==> src/rtl/turbo_enc_param_pkg.sv <==
// turbo_enc_param_pkg: shared FSM states, RSC taps, puncturing masks and parameter helpers
package turbo_enc_param_pkg;
    typedef enum logic [1:0] {IDLE, LOAD, ENC, TAIL} state_t;
    // RSC state vector is {s1, s2, s3}; feedback taps s2^s3, feedforward taps s1^s3
    localparam logic [2:0] RSC_FB    = 3'b011;
    localparam logic [2:0] RSC_FF    = 3'b101;
    localparam logic [2:0] MASK_FULL = 3'b111;
    localparam logic [2:0] MASK_EVEN = 3'b110;
    localparam logic [2:0] MASK_ODD  = 3'b101;
    function automatic int gcd(input int a, input int b);
        int x = a;
        int y = b;
        int t;
        while (y != 0) begin
            t = x % y;
            x = y;
            y = t;
        end
        return x;
    endfunction
endpackage

==> src/rtl/turbo_enc_param_rsc.sv <==
// rsc_enc: one memory-3 recursive systematic convolutional encoder with step/terminate/clear
module rsc_enc
    import turbo_enc_param_pkg::*;
(
    input  logic clk,
    input  logic rst_n,
    input  logic step_i,
    input  logic term_i,
    input  logic clr_i,
    input  logic u_i,
    output logic u_o,
    output logic par_o
);
    logic [2:0] s_q, s_d;
    logic       fb, a;
    always_comb begin
        fb    = ^(s_q & RSC_FB);
        u_o   = term_i ? fb : u_i;
        a     = u_o ^ fb;
        par_o = a ^ (^(s_q & RSC_FF));
        s_d   = clr_i ? 3'b000 : step_i ? {a, s_q[2:1]} : s_q;
    end
    always_ff @(posedge clk or negedge rst_n) begin
        if (!rst_n) s_q <= 3'b000;
        else        s_q <= s_d;
    end
endmodule

==> src/rtl/turbo_enc_param.sv <==
// turbo_enc_param: parallel-concatenated turbo encoder, K-bit block buffer, two RSCs,
// linear-congruential interleaver and optional rate-1/2 puncturing via out_mask.
module turbo_enc_param
    import turbo_enc_param_pkg::*;
#(
    parameter int K = 16,
    parameter int A = 5,
    parameter int B = 0
) (
    input  logic       clk,
    input  logic       rst_n,
    input  logic       in_bit,
    input  logic       in_valid,
    output logic       in_ready,
    input  logic       punct,
    output logic [2:0] out_data,
    output logic [2:0] out_mask,
    output logic       out_valid,
    input  logic       out_ready,
    output logic       out_last
);
    localparam int IW = $clog2(K);
    if (K < 8 || K > 256 || A <= 0 || A >= K || B < 0 || B >= K || gcd(A, K) != 1) begin : g_bad_param
        $error("turbo_enc_param: illegal K/A/B combination");
    end
    state_t        state_q, state_d;
    logic [IW-1:0] idx_q, idx_d, pi_q, pi_d;
    logic [IW:0]   pi_sum, pi_nx;
    logic          mode_q, mode_d, vld_q, vld_d;
    logic [K-1:0]  bits_q;
    logic          in_xfer, out_xfer, term, last_idx, tail_end;
    logic          sys, par1, par2, unused_tu2;
    logic [2:0]    mask;
    always_comb begin
        in_ready  = state_q == IDLE || state_q == LOAD;
        out_valid = vld_q;
        in_xfer   = in_valid && in_ready;
        out_xfer  = vld_q && out_ready;
        term      = state_q == TAIL;
        last_idx  = idx_q == IW'(K - 1);
        tail_end  = idx_q == IW'(2);
        pi_sum    = {1'b0, pi_q} + (IW + 1)'(A);
        pi_nx     = pi_sum >= (IW + 1)'(K) ? pi_sum - (IW + 1)'(K) : pi_sum;
        mask      = (term || !mode_q) ? MASK_FULL : idx_q[0] ? MASK_ODD : MASK_EVEN;
        out_data  = vld_q ? {sys, par1, par2} : 3'b000;
        out_mask  = vld_q ? mask : 3'b000;
        out_last  = vld_q && term && tail_end;
    end
    always_comb begin
        state_d = state_q;
        idx_d   = idx_q;
        pi_d    = pi_q;
        mode_d  = mode_q;
        case (state_q)
            IDLE: if (in_xfer) begin
                mode_d  = punct;
                idx_d   = IW'(1);
                state_d = LOAD;
            end
            LOAD: if (in_xfer) begin
                idx_d   = last_idx ? '0 : idx_q + 1'b1;
                state_d = last_idx ? ENC : LOAD;
            end
            ENC: if (out_xfer) begin
                pi_d    = pi_nx[IW-1:0];
                idx_d   = last_idx ? '0 : idx_q + 1'b1;
                state_d = last_idx ? TAIL : ENC;
            end
            default: if (out_xfer) begin
                idx_d   = tail_end ? '0 : idx_q + 1'b1;
                state_d = tail_end ? IDLE : TAIL;
            end
        endcase
        // the first word becomes valid one cycle after the FSM lands in ENC
        vld_d = (state_q == ENC || state_q == TAIL) && (state_d == ENC || state_d == TAIL);
    end
    always_ff @(posedge clk or negedge rst_n) begin
        if (!rst_n) begin
            state_q <= IDLE;
            idx_q   <= '0;
            pi_q    <= IW'(B);
            mode_q  <= 1'b0;
            vld_q   <= 1'b0;
        end else begin
            state_q <= state_d;
            idx_q   <= idx_d;
            pi_q    <= pi_d;
            mode_q  <= mode_d;
            vld_q   <= vld_d;
        end
    end
    always_ff @(posedge clk) begin
        if (in_xfer) bits_q[idx_q] <= in_bit;
    end
    rsc_enc u_rsc1 (
        .clk    (clk),
        .rst_n  (rst_n),
        .step_i (out_xfer),
        .term_i (term),
        .clr_i  (state_q == IDLE),
        .u_i    (bits_q[idx_q]),
        .u_o    (sys),
        .par_o  (par1)
    );
    rsc_enc u_rsc2 (
        .clk    (clk),
        .rst_n  (rst_n),
        .step_i (out_xfer),
        .term_i (term),
        .clr_i  (state_q == IDLE),
        .u_i    (bits_q[pi_q]),
        .u_o    (unused_tu2),
        .par_o  (par2)
    );
endmodule

==> config.mk <==
export PLATFORM = sky130hd
export DESIGN_NAME = turbo_enc_param
export DESIGN_NICKNAME = d
export VERILOG_FILES = /design/src/rtl/turbo_enc_param_pkg.sv /design/src/rtl/turbo_enc_param_rsc.sv /design/src/rtl/turbo_enc_param.sv
export SDC_FILE = /design/constraint.sdc
export NUM_CORES = 1
export LEC_CHECK = 0
export CAP_MARGIN = 40
export CELL_PAD_IN_SITES_DETAIL_PLACEMENT = 0
export CELL_PAD_IN_SITES_GLOBAL_PLACEMENT = 1
export CORE_AREA = 2 2 86 71
export CTS_BUF_LIST = sky130_fd_sc_hd__clkbuf_4
export CTS_CLUSTER_DIAMETER = 150
export DETAILED_ROUTE_END_ITERATION = 10
export DIE_AREA = 0 0 88 73
export GPL_TIMING_DRIVEN = 1
export PLACE_DENSITY = 0.83
export SETUP_SLACK_MARGIN = 0.05
export SYNTH_ARGS = -nofsm -noshare
export SYNTH_HDL_FRONTEND = slang
export SYNTH_SLANG_ARGS = --single-unit
==> constraint.sdc <==
create_clock -name clk -period 2.4 [get_ports clk]
set_clock_uncertainty 0.05 [all_clocks]
set_input_delay 0.36 -clock clk [delete_from_list [all_inputs] [get_ports clk]]
set_output_delay 0.36 -clock clk [all_outputs]
set_load 0.02 [all_outputs]
### Word level (Yosys, flattened, before mapping)

Index checks and enable logic that the tools add are counted.

* register bits after elaboration: 34
* bits of input ports: 6
* output and inout bits: 9
* word-level logic and storage cells: 83

* $add $sub $neg: 3
* magnitude comparators: 4
* equal/unequal tests: 10
* multiplexer cells: 33
* bitwise gates (word level): 4
* reduce and logical (&&, ||, !) cells: 21

Operators with widths (count)
* $mux W4: 7
* $mux W3: 6
* $bwmux W16: 1
* $mux W2: 8
* $pmux W4 S3: 1
* $reduce_xor A3 Y1: 4
* $lt A4 B5 Y1 const B: 2
* $bmux W1 S4: 2
* $eq A2 B2 Y1 const B: 4
* $logic_and A1 B1 Y1: 6
* $mux W1: 6
* $pmux W2 S3: 1
* $add A4 B3 Y5 const B: 1
* $ge A5 B5 Y1 const B: 1
* $add A4 B1 Y4 const B: 1
* $demux W1 S4: 1
* $eq A4 B2 Y1 const B: 1
* $eq A4 B4 Y1 const B: 1
* $ge A4 B1 Y1 const B: 1
* $logic_or A1 B1 Y1: 4
* $ne A2 B2 Y1 const B: 2
* $reduce_and A2 Y1: 2
* $reduce_and A4 Y1: 1
* $sub A4 B1 Y4 const B: 1
* 7 further kinds: 10

### Depth between registers and ports, before layout

* depth in word-level cells: 8
* gate-level depth with buffers: 8
* mapped depth without buffers: 7

### Cells and area by module

From an unflattened synthesis, not the netlist that was laid out.

* cells, all modules: 187
* area, all modules: 2079.5 sq um

Modules (own cells, without submodules)
* turbo_enc_param: times used 1, cells each 151, area each 1701.6 sq um, sequential area each 780.7 sq um
* rsc_enc: times used 2, cells each 18, area each 188.9 sq um, sequential area each 75.1 sq um

### Worst setup path after synthesis

OpenSTA, ideal clock, no wires.

* path kind: register -> output
* start: register idx_q[0]
* end: output port out_data[1]
* arrival: 2.163 ns
* data required time: 1.990 ns
* slack: -0.173 ns
* cell stages (with the launch flop): 7
* path buffers: 1
* cells stage by stage: dfrtp_1 -> buf_6 -> mux2_4 -> mux4_2 -> xnor2_1 -> a31oi_1 -> mux2_1

* word-level cells in the longest chain between the ends: 6

Ends and longest elaborated chain
* start, declared: line turbo_enc_param.sv:27 `logic [IW-1:0] idx_q, idx_d, pi_q, pi_d;`
* start signal, assigned: line turbo_enc_param.sv:86 `idx_q <= idx_d;`
* $bmux W1 S4: line turbo_enc_param.sv:101 `.u_i (bits_q[idx_q]),`
* $mux W1 (implied by the code): line turbo_enc_param.sv:101
* $mux W1: line turbo_enc_param_rsc.sv:18 `u_o = term_i ? fb : u_i;`
* $xor A1 B1 Y1: line turbo_enc_param_rsc.sv:19 `a = u_o ^ fb;`
* $xor A1 B1 Y1: line turbo_enc_param_rsc.sv:20 `par_o = a ^ (^(s_q & RSC_FF));`
* $mux W3: line turbo_enc_param.sv:45 `out_data = vld_q ? {sys, par1, par2} : 3'b000;`
* end, declared: line turbo_enc_param.sv:16 `output logic [2:0] out_data,`

Every way passes these cells. The select of a mux whose other input is x is not followed.

### Worst setup path after layout

Same ends and word-level chain as after synthesis.

==> reports/results.tsv <==
stage	metric	value	unit
clocking	Clk pin slew, worst setup/hold paths	0.11	ns
layout	FILL cells	520	
routing	total detailed-routing wirelength	4820	µm
layout	layout cell share with drive strength beyond 1	29.8	%
sta	worst setup margin	-0.458	ns
place	GPL Wtd Cong	0.899	
global_routing	vias in the first global route	1652	
global_routing	Overflow after GRT	0	
logic_synthesis	Synth Instances	210	
layout	area grow syn2layout	27.5	%
logic_synthesis	top_reg_cell synth	dfrtp_1	
global_routing	pin count of the biggest net entering global routing	20	
logic_synthesis	Yosys Warn Count	0	
global_routing	global-route wire length before repair	8060	µm
global_routing	GRT Total Usage	16.8	%
logic_synthesis	post-synth cell types	42	
pwr	total power	2.23	mW
die	Core ar.	5660	µm²
routing	Remaining DRCs	0	
worst_setup_path	slowest CP cell	mux4_2	
die	Die Y	73	µm
worst_setup_path	Crit path buffers/inverters	1	
pwr	Max IR drop VDD	0.000256	V
worst_setup_path	Arr. time, crit path	2.45	ns
clocking	CTS Buffer Depth	2	
worst_setup_path	CP startpoint kind	flip-flop	
place	placed cells	327	
place	hpwl dp	3570	µm
sta	RSZ-0062 raised after global routing	true	
place	dpl ws	-0.527	ns
die	Die Width	88	µm
worst_setup_path	crit-path most repeated cell	mux2_4	
sta	normalized max-slew margin	59.6	%
routing	drt first-iter violations	71	
worst_setup_path	R2R cell count	7	
routing	DR vias/cell	5.02	
clocking	clk root buf	clkbuf_4	
logic_synthesis	Yosys reg bits	34	
global_routing	initial antenna violation count	0	
logic_synthesis	Post-Syn Area per Cell	10.3	µm²
routing	Post-DRT Antenna Nets	0	
layout	Nets	274	
routing	vias	1702	
layout	Sequential Area	933	µm²
clocking	Num CTS Buffers	5	
clocking	# clock sinks	34	
sta	Slew Viols, Final	0	
sta	Hold WS	0.275	ns
run_status	failing checks	negative setup slack	
pwr	P_leak	1.15	nW
sta	fmax	0.350	GHz
die	FP Rows	25	
die	die area	6420	µm²
run_status	status	complete, but fails checks	
place	number of port buffers	14	
place	Area after DPL	2570	µm²
worst_setup_path	Crit path largest cell delay	0.51	ns
sta	part of the cycle the worst path needs	119	%
sta	endpoints failing hold	0	
worst_setup_path	cell family with most CP delay	multiplexers	
routing	drt wl/cell	14.2	µm
worst_setup_path	crit path kind	flip-flop to primary output	
die	IO Pins	15	
logic_synthesis	ys async rst share	52.9	%
logic_synthesis	sequential fraction of the synthesis area	43.2	%
logic_synthesis	Post-Synthesis Net Count	227	
worst_setup_path	Cell Chain, Critical Path	mux2_4 -> mux4_2 -> xnor2_2 -> a31oi_4 -> mux2_4 -> buf_6	
logic_synthesis	EDFF count, synth	16	
worst_setup_path	CP Depth	6	
worst_setup_path	Critical Path RT	1.99	ns
layout	Multi-input gate area	1210	µm²
routing	DR pass1 iterations	4	
min_path	HP Class	input port to async pin	
worst_setup_path	Worst Path Max Fanout	5	
layout	final instance area	2750	µm²
layout	Antenna Cells	0	
pwr	Pwr Density	811	nW/µm²
sta	Final min period	2.86	ns
job	max cap viols	0	
logic_synthesis	Post-Syn Area	2150	µm²
clocking	CTS H-tree lvls	2	
die	Starting Density	38.1	%
sta	Setup-failing EPs final	3	
sta	slew at the pin with the worst max-slew slack	0.602	ns
worst_setup_path	CP endpoint kind	primary output	
clocking	CTS tree	done	
layout	non-filler cells, final	339	
clocking	Clk Latency, worst-skew pair	0.35	ns
## stage by stage
stage,setup TNS (ns),util [%]
after floorplan,-0.0583,-
after global placement,-1.15,45.4
after detailed placement,-1.23,45.4
after CTS,-1.14,46.8
after global routing,-1.24,48.5
final,-1.00,48.5
## cells by family after synthesis
group	synth area share [%]
compound gates	9.76
fa+ha+maj	6.39
flops	43.2
xor+xnor	4.06
simple gates	17.1
mux	14.6
buf+inv	4.94
## synthesized netlist by cell type (all sizes together) (6+ instances only)
| cell type | count | area (µm²) |
|---|---|---|
| mux2 | 8 | 93.8 |
| ha | 11 | 138 |
| o21ai | 8 | 40.0 |
| nor2b | 6 | 37.5 |
| nand2 | 25 | 93.8 |
| dfrtp | 18 | 450 |
| a21oi | 11 | 55.1 |
| nor3 | 6 | 30.0 |
| mux2i | 13 | 130 |
| edfxtp | 16 | 480 |
| nor2 | 25 | 93.8 |
| xnor2 | 6 | 52.6 |
| clkbuf | 7 | 46.3 |
| inv | 7 | 26.3 |
## sequential cells by signal (all words and copies together), names as in the netlist
| signal | flops |
|---|---|
| u_rsc1.s_q | 3 |
| mode_q | 1 |
| idx_q | 4 |
| bits_q | 16 |
| pi_q | 4 |
| state_q | 2 |
| out_valid | 1 |
| u_rsc2.s_q | 3 |
## layout make-up
cell class | count | area share (%)
Tap cell | 81 | 3.69
Clock buffer | 5 | 1.37
Sequential cell | 34 | 34.0
Multi-Input combinational cell | 158 | 44.2
Clock inverter | 3 | 0.592
Inverter | 7 | 1.05
Timing Repair Buffer | 51 | 15.1
## worst paths after layout
path                                      start                        end  slack (ns)
max reg2reg                idx_q[0]$_DFFE_PN0P_  u_rsc1.s_q[2]$_DFFE_PN0P_        0.16
max                        idx_q[0]$_DFFE_PN0P_                out_data[1]       -0.46
max in group asynchronous                 rst_n        pi_q[1]$_DFFE_PN0P_        1.48
min                                       rst_n       idx_q[3]$_DFFE_PN0P_        0.27
min reg2reg                 pi_q[3]$_DFFE_PN0P_        pi_q[3]$_DFFE_PN0P_        0.46
min in group clk            pi_q[3]$_DFFE_PN0P_        pi_q[3]$_DFFE_PN0P_        0.46
## metal layers
layer,vias to the layer above,GRT usage [%],wire length [µm]
met5,-,0,0
met4,0,7.18,48
met3,2,3.73,225
met2,37,26.2,2220
met1,827,22.5,2330
li1,836,-,-
## timing repair
item,CTS,global route
hold buffers,0,0
setup endpoints to repair,8,8
resized for setup,28,21
buffers inserted,3,2
hold endpoints to repair,0,0
pin swaps,3,7
## report_power, final
part | leakage [nW] | total [mW] | internal [mW] | switching [mW]
Sequential | 0.382 | 0.735 | 0.683 | 0.0524
Clock | 0.0286 | 0.319 | 0.109 | 0.210
Combinational | 0.735 | 1.17 | 0.559 | 0.613
Total | 1.15 | 2.23 | 1.35 | 0.876
## layout by cell type, fill, tap and decap left out, types with 2 or more instances in the layout
| cell | netlist | layout |
|---|---|---|
| inv_1 | 7 | 6 |
| dlygate4sd2_1 | 0 | 3 |
| dfrtp_1 | 18 | 16 |
| mux2i_1 | 13 | 12 |
| buf_4 | 3 | 33 |
| mux2_2 | 6 | 2 |
| a211oi_2 | 0 | 2 |
| clkdlybuf4s50_1 | 0 | 7 |
| o21ai_0 | 7 | 7 |
| nand2b_1 | 2 | 2 |
| and2_1 | 2 | 2 |
| mux2_4 | 1 | 6 |
| buf_6 | 1 | 5 |
| a22oi_2 | 0 | 2 |
| xor2_1 | 4 | 4 |
| ha_1 | 11 | 10 |
| a311oi_1 | 2 | 2 |
| clkbuf_4 | 0 | 5 |
| nand3_1 | 2 | 2 |
| mux4_2 | 4 | 4 |
| nor2b_1 | 6 | 6 |
| a211oi_1 | 4 | 2 |
| nor3_1 | 6 | 6 |
| buf_2 | 0 | 3 |
| and3_1 | 2 | 2 |
| a21oi_1 | 11 | 10 |
| nor2_1 | 25 | 24 |
| xnor2_1 | 6 | 5 |
| nand2_1 | 25 | 25 |
| edfxtp_1 | 16 | 16 |
| a21boi_0 | 2 | 2 |
| dfrtp_2 | 0 | 2 |
Power figures use the tool's default switching activity.
